==> config.mk <==
export PLATFORM = sky130hd
export DESIGN_NAME = cache_arbiter
export DESIGN_NICKNAME = d
export VERILOG_FILES = /design/src/rtl/cache_arbiter_pkg.sv /design/src/rtl/cache_arbiter_pick.sv /design/src/rtl/cache_arbiter.sv
export SDC_FILE = /design/constraint.sdc
export NUM_CORES = 1
export LEC_CHECK = 0
export ABC_AREA = 1
export CAP_MARGIN = 10
export CORE_AREA = 2 2 544 546
export CTS_BUF_LIST = sky130_fd_sc_hd__clkbuf_2 sky130_fd_sc_hd__clkbuf_4 sky130_fd_sc_hd__clkbuf_8
export CTS_CLUSTER_SIZE = 10
export DETAILED_ROUTE_END_ITERATION = 8
export DIE_AREA = 0 0 546 548
export GPL_TIMING_DRIVEN = 1
export SETUP_SLACK_MARGIN = 0.4
export SYNTH_ARGS = -nofsm -noshare
export SYNTH_HDL_FRONTEND = slang
export SYNTH_SLANG_ARGS = --single-unit
==> constraint.sdc <==
create_clock -name clk -period 4.1 [get_ports clk]
set_input_delay 0.82 -clock clk [delete_from_list [all_inputs] [get_ports clk]]
set_output_delay 0.82 -clock clk [all_outputs]
set_load 0.005 [all_outputs]
==> src/rtl/cache_arbiter_pkg.sv <==
// Shared types for the I/D-cache to pmem arbiter: FSM states, latched op, default widths.
// No logic of its own; zero latency.
// Not applicable (type definitions only).
package arb_types;

  localparam int ARB_ADDR_WIDTH = 32;
  localparam int ARB_LINE_WIDTH = 256;

  typedef enum logic [1:0] {
    IDLE    = 2'd0,
    SERVE_I = 2'd1,
    SERVE_D = 2'd2
  } arb_state_t;

  typedef enum logic {
    ARB_READ  = 1'b0,
    ARB_WRITE = 1'b1
  } arb_op_t;

endpackage

==> src/rtl/cache_arbiter_pick.sv <==
// Combinational I/D winner selection; last_grant=1 means D won the previous grant.
// Zero latency (pure combinational).
// No backpressure: grants are only consumed by the FSM while it is idle.
module arb_pick (
  input  logic i_req,
  input  logic d_req,
  input  logic last_grant,
  output logic grant_d,
  output logic grant_i
);

  // On a tie, the side that did not win last time goes first; with last_grant
  // tied low this collapses to fixed D-over-I priority.
  always_comb begin
    grant_d = d_req && (!i_req || !last_grant);
    grant_i = i_req && (!d_req ||  last_grant);
  end

endmodule

==> src/rtl/cache_arbiter.sv <==
// Shares one pmem line port between the I-cache and D-cache miss paths, one transaction at a time.
// Request sampled in IDLE at cycle N -> pmem strobe at N+1; resp is pmem_resp gated by the serving state.
// Requesters hold until resp; pmem strobes are held until pmem_resp. Optional ARB_ROUND_ROBIN_EN: fair tie-break.
module cache_arbiter
  import arb_types::*;
#(
  parameter int ADDR_WIDTH = ARB_ADDR_WIDTH,
  parameter int LINE_WIDTH = ARB_LINE_WIDTH
) (
  input  logic                  clk,
  input  logic                  reset_n,
  input  logic                  i_read,
  input  logic [ADDR_WIDTH-1:0] i_address,
  output logic [LINE_WIDTH-1:0] i_rdata,
  output logic                  i_resp,
  input  logic                  d_read,
  input  logic                  d_write,
  input  logic [ADDR_WIDTH-1:0] d_address,
  input  logic [LINE_WIDTH-1:0] d_wdata,
  output logic [LINE_WIDTH-1:0] d_rdata,
  output logic                  d_resp,
  output logic                  pmem_read,
  output logic                  pmem_write,
  output logic [ADDR_WIDTH-1:0] pmem_address,
  output logic [LINE_WIDTH-1:0] pmem_wdata,
  input  logic [LINE_WIDTH-1:0] pmem_rdata,
  input  logic                  pmem_resp
);

  arb_state_t state;
  arb_op_t    win_op;
  logic       i_req;
  logic       d_req;
  logic       grant_i;
  logic       grant_d;
  logic       last_grant;

  assign i_req = i_read;
  assign d_req = d_read || d_write;

`ifdef ARB_ROUND_ROBIN_EN
  logic last_grant_q;

  // Remember which side entered service last; reset favours D.
  always_ff @(posedge clk or negedge reset_n) begin
    if (!reset_n) begin
      last_grant_q <= 1'b0;
    end else if (state == IDLE && (grant_d || grant_i)) begin
      last_grant_q <= grant_d;
    end
  end

  assign last_grant = last_grant_q;
`else
  assign last_grant = 1'b0;
`endif

  arb_pick u_pick (
    .i_req      (i_req),
    .d_req      (d_req),
    .last_grant (last_grant),
    .grant_d    (grant_d),
    .grant_i    (grant_i)
  );

  // Op of the D winner; a simultaneous read+write resolves to the write-back.
  always_comb begin
    win_op = d_write ? ARB_WRITE : ARB_READ;
  end

  // Arbitration FSM: latch the winner in IDLE, hold strobes until pmem_resp.
  always_ff @(posedge clk or negedge reset_n) begin
    if (!reset_n) begin
      state        <= IDLE;
      pmem_read    <= 1'b0;
      pmem_write   <= 1'b0;
      pmem_address <= '0;
      pmem_wdata   <= '0;
    end else begin
      case (state)
        IDLE: begin
          if (grant_d) begin
            state        <= SERVE_D;
            pmem_address <= d_address;
            pmem_wdata   <= d_wdata;
            pmem_read    <= (win_op == ARB_READ);
            pmem_write   <= (win_op == ARB_WRITE);
          end else if (grant_i) begin
            state        <= SERVE_I;
            pmem_address <= i_address;
            pmem_wdata   <= '0;
            pmem_read    <= 1'b1;
            pmem_write   <= 1'b0;
          end
        end
        SERVE_I, SERVE_D: begin
          // Requester inputs are ignored here; the latched transaction always completes.
          if (pmem_resp) begin
            state      <= IDLE;
            pmem_read  <= 1'b0;
            pmem_write <= 1'b0;
          end
        end
        default: begin
          state      <= IDLE;
          pmem_read  <= 1'b0;
          pmem_write <= 1'b0;
        end
      endcase
    end
  end

  // Completion steering: resp only to the owner, data mirrored to both (forced low in reset).
  always_comb begin
    i_resp  = pmem_resp && (state == SERVE_I);
    d_resp  = pmem_resp && (state == SERVE_D);
    i_rdata = reset_n ? pmem_rdata : '0;
    d_rdata = reset_n ? pmem_rdata : '0;
  end

  // A D-cache asking for read and write-back at once is a protocol error.
  property p_no_dual_d_op;
    @(posedge clk) disable iff (!reset_n) (state == IDLE) |-> !(d_read && d_write);
  endproperty
  a_no_dual_d_op: assert property (p_no_dual_d_op);

endmodule

After elaboration in Yosys (flattened, before gate mapping) --
Cells that the tools add are included.
Word-level totals: bits in registers 292, input port bits 582, output and inout port bits 804, logic and storage cells 37
Cells by class: equality and inequality tests 4, mux-type cells 17, bitwise logic cells 1, reduce and logical (&&, ||, !) cells 10
Operators by type and width (number):
- 256-bit two-way mux | 3
- 32-bit two-way mux | 2
- 1-bit two-way mux | 6
- 2-bit two-way mux | 3
- 1-bit one-hot mux with 2 select lines | 2
- 2-bit one-hot mux with 2 select lines | 1
- 2-bit AND reduction | 2
- 1-bit logical AND | 3
- 3-bit by 2-bit != test with 1-bit output (second input constant) | 1
- 2-bit by 1-bit == test with 1-bit output (second input constant) | 1
- 2-bit == test (second input constant) | 1
- 2-bit zero test | 1
- 2-bit != test (second input constant) | 1
- 2-bit nonzero test | 1
- 2-bit OR reduction | 1
- 1-bit zero test | 1
- 1-bit logical OR | 1
- 1-bit NOT | 1

Longest topological paths before layout --
Gate-level depths: netlist of run 1.
depth in word-level cells 6, gate-level depth with buffers 9, depth with buffers taken out 7

Hierarchy --
From an unflattened synthesis of run 1, not the netlist that was laid out.
Second synthesis, totals: cells, all modules 2159, area, all modules 15507.4 um2
Modules (own cells, without submodules):
- cache_arbiter | times used 1, cells an instance 2154, area an instance 15487.4 um2, sequential area each 7307.0 um2
- arb_pick | times used 1, cells an instance 5, area an instance 20.0 um2, sequential area each 0.0 um2

Worst setup path before layout of run 1 --
Ideal clock, no wire load.
kind input-to-output, start input port reset_n, end output port i_rdata[215], arrival 1606 ps, required time 3280 ps, setup slack 1674 ps, stages on the path 5, buffers on the path 3, cell sequence clkbuf_1 > clkbuf_1 > nand2_1 > inv_1 > buf_4
On the way: cells in the longest elaborated chain, start to end 1
RTL lines:
- start: declaration | line cache_arbiter.sv:11 | input logic reset_n,
- 256-bit two-way mux
- end: declaration | line cache_arbiter.sv:14 | output logic [LINE_WIDTH-1:0] i_rdata,
Every way passes these cells.

Final worst setup path of run 1 --
start input port reset_n, end output port d_rdata[37]
On the way: cells in the longest elaborated chain, start to end 1
RTL lines:
- 256-bit two-way mux | line cache_arbiter.sv:118 | d_rdata = reset_n ? pmem_rdata : '0;
- end: declaration | line cache_arbiter.sv:20 | output logic [LINE_WIDTH-1:0] d_rdata,
Every way passes these cells.

==> impl_metrics.toml, run 1 <==
[layout]
syn2layout_area_growth_pct = 124
final_common_cell = "nand2_1"
drive_gt1_share_pct = 9.43
nNetsFinal = 3873
regArea_mm2 = 0.00731
multi_input_area_mm2 = 0.00473
final_cell_mix = "1231 x nand2_1, 1220 x clkdlybuf4s50_1, 292 x dfrtp_1, 267 x inv_1, 125 x buf_12"
nFillCells = 33900

[clock_network]
clk_pin_slew_ns = 0.08
cts_tree = "built"
postCtsSetupBuffers = 0
cts_max_path_buffers = 3
cts_sinks = 292
cts-root-buf = "clkbuf_8"
cts_resized = 0
hold_buffers = 0
clk_latency_ns = 0.79
cts_buffers = 58
h-tree-depth = 2

[timing]
fin_skew_ns = 0.0442
relSlewSlack_pct = 46.5
hold_violations = 0
worstMarginPinSlew_ns = 0.802
tns_ns = 0
rsz0062_at_grt = "no"
fmax_mhz = 290
period_needed_ns = 3.44
setup_viol = 0
slew_viol_final = 0
period_share_pct = 84.0

[logic_synthesis]
ys_ff_latch = 292
syn-num-nets = 2739
yosys_warnings = 0
synth_area_per_cell_um2 = 7.17
synth_cell_types = 15
syn-cell-area_mm2 = 0.0154
syn_inst = 2154
synth-seq-area-share_pct = 47.3

[detailed_routing]
drtIter0Drc = 1298
dr.pass1.iters = 5
vias = 18800
antenna_left = 0
routed_wl_mm = 230
drc_errors = 0
wire_per_inst_um = 31.5
vias_per_cell = 2.58

[global_route]
antenna_found_initial = 136
grt_usage_pct = 14.8
grt_pass1_vias = 18700
grt_overflow = 0
gr-usage-met1_pct = 15.8
grt_use_met2_pct = 22.3
grtUsageMet3_pct = 11.3
busiest_layer = "met2"
grt_max_degree = 112
grt_pass1_wl_mm = 271

[power_and_ir_drop]
power_density_mw_per_mm2 = 563
leakage_nw = 15.9
p_total_mw = 19.5
ir_drop_v = 0.000494

[floorplanning]
rows = 199
initial_core_util_pct = 5.27
core_area_mm2 = 0.293
die_y_um = 548
die_area_mm2 = 0.299
ios = 1386
die_w_um = 546

[critical_path]
path_class = "primary input to primary output"
startpoint_type = "primary input"
cp_data_arrival_time_ns = 2.62
end_kind = "primary output"
rrSetupSlack_ns = 1.83
worst_ep_required_time_ns = 3.28
worstRegToRegCells = 8
r2r-end = "pmem_wdata[135]$_DFFE_PN0P_"
r2r_start = "state[0]$_DFFE_PN0P_"
path_max_fanout = 17

[min_path]
hold_path.class = "primary input to async pin"

[placement]
dp.final_hpwl_mm = 209
portBuffers = 1385
gp_congestion = 1.03

[status]
outcome = "finished clean"

[job]
maxCapViolCount = 0
==> synthesized netlist by cell type <==
library cell  count  area, um^2
nand4_1           2        12.5
buf_6             1        11.3
dfrtp_1         292        7310
inv_1           267        1000
nor2_2            1        6.26
nand3_1           1        5.00
clkbuf_2          1        5.00
ha_1              3        37.5
o21ai_0           1        5.00
nand2_1        1231        4620
clkbuf_1         37         139
nand2_2           2        12.5
nor2_4            1        11.3
buf_4           279        2090
buf_2            35         175
==> where the power goes <==
group | switching (mW) | leakage (nW) | internal [mW]
combinational | 6.66 | 11.6 | 4.20
sequential | 0.856 | 3.63 | 4.27
clock | 1.63 | 0.681 | 1.90
==> per-stage QoR <==
| step | instance area (um^2) | setup WS, ns | std cells | util, % | hold slack (ns) |
|---|---|---|---|---|---|
| 6_report | 34700 | 0.655 | 7284 | 11.8 | 0.191 |
| 5_1_grt | 34600 | 0.579 | 7269 | 11.8 | 0.129 |
| 4_1_cts | 34600 | 0.609 | 7250 | 11.8 | 0.0921 |
| 3_5_place_dp | 33300 | 0.610 | 7147 | 11.4 | 0.457 |
| 3_3_place_gp | 33300 | 0.569 | 7147 | 11.4 | 0.454 |
| 2_1_floorplan | 15400 | 1.67 | 2154 | - | 0.465 |
==> registers in the layout (all words and copies together) (netlist names) <==
| register | count |
|---|---|
| pmem_address | 32 |
| pmem_write | 1 |
| pmem_wdata | 256 |
| state | 2 |
| pmem_read | 1 |
==> routing by layer <==
| layer | vias to the layer above | wire (um) |
|---|---|---|
| met1 | 8874 | 84400 |
| li1 | 8241 | - |
| met3 | 354 | 39800 |
| met5 | - | 40 |
| met4 | 6 | 7990 |
| met2 | 1347 | 97400 |
==> worst max-delay path by stage <==
stage / start / to / slack [ns] / cells past startpoint
after floorplan: reset_n / i_rdata[215] / 1.67 / 5
after CTS: reset_n / d_rdata[37] / 0.61 / 5
after global routing: reset_n / i_rdata[118] / 0.58 / 6
after detailed placement: reset_n / d_rdata[183] / 0.61 / 6
after global placement: reset_n / d_rdata[183] / 0.57 / 6
final: reset_n / d_rdata[37] / 0.66 / 5
==> critical path, stage by stage <==
cell and delay (ns):
buf_8 0.24, buf_4 0.30, nand2_1 0.15, inv_1 0.38, clkdlybuf4s50_1 0.67
==> final cells by class <==
class                      instances  area share, %
timing repair buffer            1427           44.3
sequential                       292           21.1
clock buffer                      81           2.98
multi-input combinational       1242           13.6
tap                             3919           14.1
inverter                         267           2.89
antenna                           34          0.245
clock inverter                    22          0.751
==> cells by family (layout without fill, tap and decap cells) <==
kind of cell	Yosys count	count (layout)	share of synthesized area, %
simple gates	1238	1238	30.2
flops	292	292	47.3
other cells	0	34	0
buf+inv	620	1797	22.2
compound gates	1	1	0.0324
fa+ha+maj	3	3	0.243
Power figures use the tool's default switching activity.
==> run 2: changes to the inputs <==
Settings changed: CORE_AREA 2 2 544 546 to 2 2 547 549, DIE_AREA 0 0 546 548 to 0 0 549 551.
Clock period 4.1 ns to 3 ns, I/O delays scaled along.
==> run 2 against run 1 <==
  * Routed wire length is 0.36% higher
  * Global-route usage is 0.12 points lower
  * First-iteration DRC count is 8.1% lower
  * Non-clock buffer count is 81 higher
  * Hold slack worse by 0.041 ns
  * Core utilization is 0.41 points higher
==> impl_metrics.toml, run 2 (synthesized netlist as in run 1, its figures left out) <==
[floorplanning]
die_w_um = 549
rows = 200
ios = 1386
die_y_um = 551
core_area_mm2 = 0.296
die_area_mm2 = 0.302
initial_core_util_pct = 5.21

[timing]
setup_slack_ns = 0.302
relSlewSlack_pct = 39.1
hold_violations = 0
period_share_pct = 89.9
tns_ns = 0
fin_skew_ns = 0.0677
period_needed_ns = 2.70
fmax_mhz = 371
worstMarginPinSlew_ns = 0.910
slew_viol_final = 0
rsz0062_at_grt = "yes"
setup_viol = 0

[detailed_routing]
vias_per_cell = 2.59
wire_per_inst_um = 31.1
dr.pass1.iters = 5
drc_errors = 0
drtIter0Drc = 1193
antenna_left = 0
routed_wl_mm = 230
vias = 19200

[layout]
regMostFlops = "pmem_wdata"
final_common_cell = "nand2_1"
syn2layout_area_growth_pct = 135
stdcell_count = 7408
nFillCells = 34200
top_regs = "pmem_wdata x256, pmem_address x32, state x2"
nNetsFinal = 3953
final_cell_mix = "1225 x nand2_1, 939 x clkdlybuf4s50_1, 292 x dfrtp_1, 211 x inv_1, 189 x dlygate4sd2_1"
largest_reg_flops = 256
drive_gt1_share_pct = 14.5

[status]
outcome = "finished clean"

[critical_path]
end_kind = "primary output"
crit_top_cell = "buf_16"
path_max_fanout = 15
cp_top_family = "buffers and inverters"
critPathMaxStageDelay_ns = 0.63
path_class = "primary input to primary output"
cp_slowest_cell = "clkdlybuf4s50_1"
worst_ep_required_time_ns = 2.40
cp_data_arrival_time_ns = 2.10
startpoint_type = "primary input"
critPathBufInv = 6
crit_chain = "buf_16 -> buf_16 -> buf_4 -> buf_8 -> nand2_1 -> inv_1 -> clkdlybuf4s50_1"

[clock_network]
cts_max_path_buffers = 3
cts-root-buf = "clkbuf_8"
cts_tree = "built"
h-tree-depth = 2
clk_latency_ns = 0.77
cts_buffers = 57
cts_sinks = 292
clk_pin_slew_ns = 0.07

[min_path]
hold_path.class = "primary input to async pin"

[global_route]
gr-usage-met1_pct = 16.6
grt_overflow = 0
grtUsageMet3_pct = 9.08
grt_use_met2_pct = 22.4
busiest_layer = "met2"
grt_pass1_vias = 18900
grt_usage_pct = 14.7
grt_pass1_wl_mm = 271
grt_max_degree = 133
antenna_found_initial = 178

[placement]
place_inst = 7208
place_ws_ns = 0.100
gp_congestion = 0.974
dp.final_hpwl_mm = 209
portBuffers = 1385

[job]
maxCapViolCount = 0

[power_and_ir_drop]
p_total_mw = 26.7
power_density_mw_per_mm2 = 735
ir_drop_v = 0.000495
leakage_nw = 17.9
run 2: cell count changes in the layout (fill, tap and decap cells not counted), moves of 6 or more:
| cell | delta |
|---|---|
| nand2_2 | +6 |
| dlygate4sd2_1 | +189 |
| buf_4 | +45 |
| buf_12 | +52 |
| inv_1 | -56 |
| inv_2 | +52 |
| nand2_1 | -6 |
| buf_16 | +10 |
| dlymetal6s2s_1 | +54 |
| clkinv_2 | -7 |
| diode_2 | +21 |
| clkdlybuf4s50_1 | -281 |
run 2: area by class of cell:
type	count	area, um^2	share of cell area (%)
Clock inverter	18	318	0.876
Sequential cell	292	7310	20.1
Tap cell	3939	4930	13.6
Inverter	267	1010	2.80
Timing Repair Buffer	1508	16700	46.1
Clock buffer	87	1100	3.04
Multi-Input combinational cell	1242	4740	13.1
Antenna cell	55	138	0.380
run 2: worst paths after layout:
path / start / endpoint / slack [ns] / cells past startpoint
setup / recovery: reset_n / i_rdata[131] / 0.30 / 7
hold / removal: reset_n / pmem_wdata[253]$_DFFE_PN0P_ / 0.15 / 3
setup reg to reg: state[0]$_DFFE_PN0P_ / pmem_wdata[7]$_DFFE_PN0P_ / 1.00 / 8
hold reg to reg: pmem_wdata[210]$_DFFE_PN0P_ / pmem_wdata[210]$_DFFE_PN0P_ / 0.46 / 2
max in group asynchronous: reset_n / pmem_wdata[87]$_DFFE_PN0P_ / 1.48 / 4
min in group clk: d_wdata[222] / pmem_wdata[222]$_DFFE_PN0P_ / 0.37 / 3
run 2: timing repair:
item / 4_1_cts / 5_1_grt
endpoints found under the setup margin: 334 / 112
endpoints found under the hold margin: 56 / 0
pin swaps: 0 / 0
cloned: 5 / 1
setup buffers: 17 / 14
gates resized for setup: 256 / 76
hold buffers: 3 / 0
run 2: where the power goes:
group | total, mW | switching [mW] | internal (mW)
registers | 6.94 | 1.10 | 5.84
clock network | 5.14 | 2.16 | 2.98
logic | 14.6 | 9.05 | 5.52
run 2: worst reg2reg max path, cell delays in order (launching register included):
cell and delay (ns):
dfrtp_1 0.38, inv_1 0.10, ha_1 0.34, inv_1 0.14, nor2_4 0.20, buf_12 0.18
buf_12 0.29, nand2_1 0.20, nand2_1 0.11
run 2: metal layers:
| metal | wire, um | part of all wire (%) |
|---|---|---|
| met4 | 9660 | 4.2 |
| met3 | 34200 | 15 |
| met5 | 111 | 0.048 |
| met1 | 88800 | 39 |
| met2 | 97700 | 42 |
run 2: through the flow:
| stage | util [%] | hold slack (ns) | instance area (um^2) |
|---|---|---|---|
| final | 12.2 | 0.150 | 36300 |
| after global routing | 12.2 | 0.175 | 36200 |
| after CTS | 12.1 | 0.0562 | 35800 |
| after detailed placement | 11.5 | 0.458 | 34100 |
| after global placement | 11.5 | 0.454 | 34100 |
| after floorplan | - | 0.304 | 15400 |
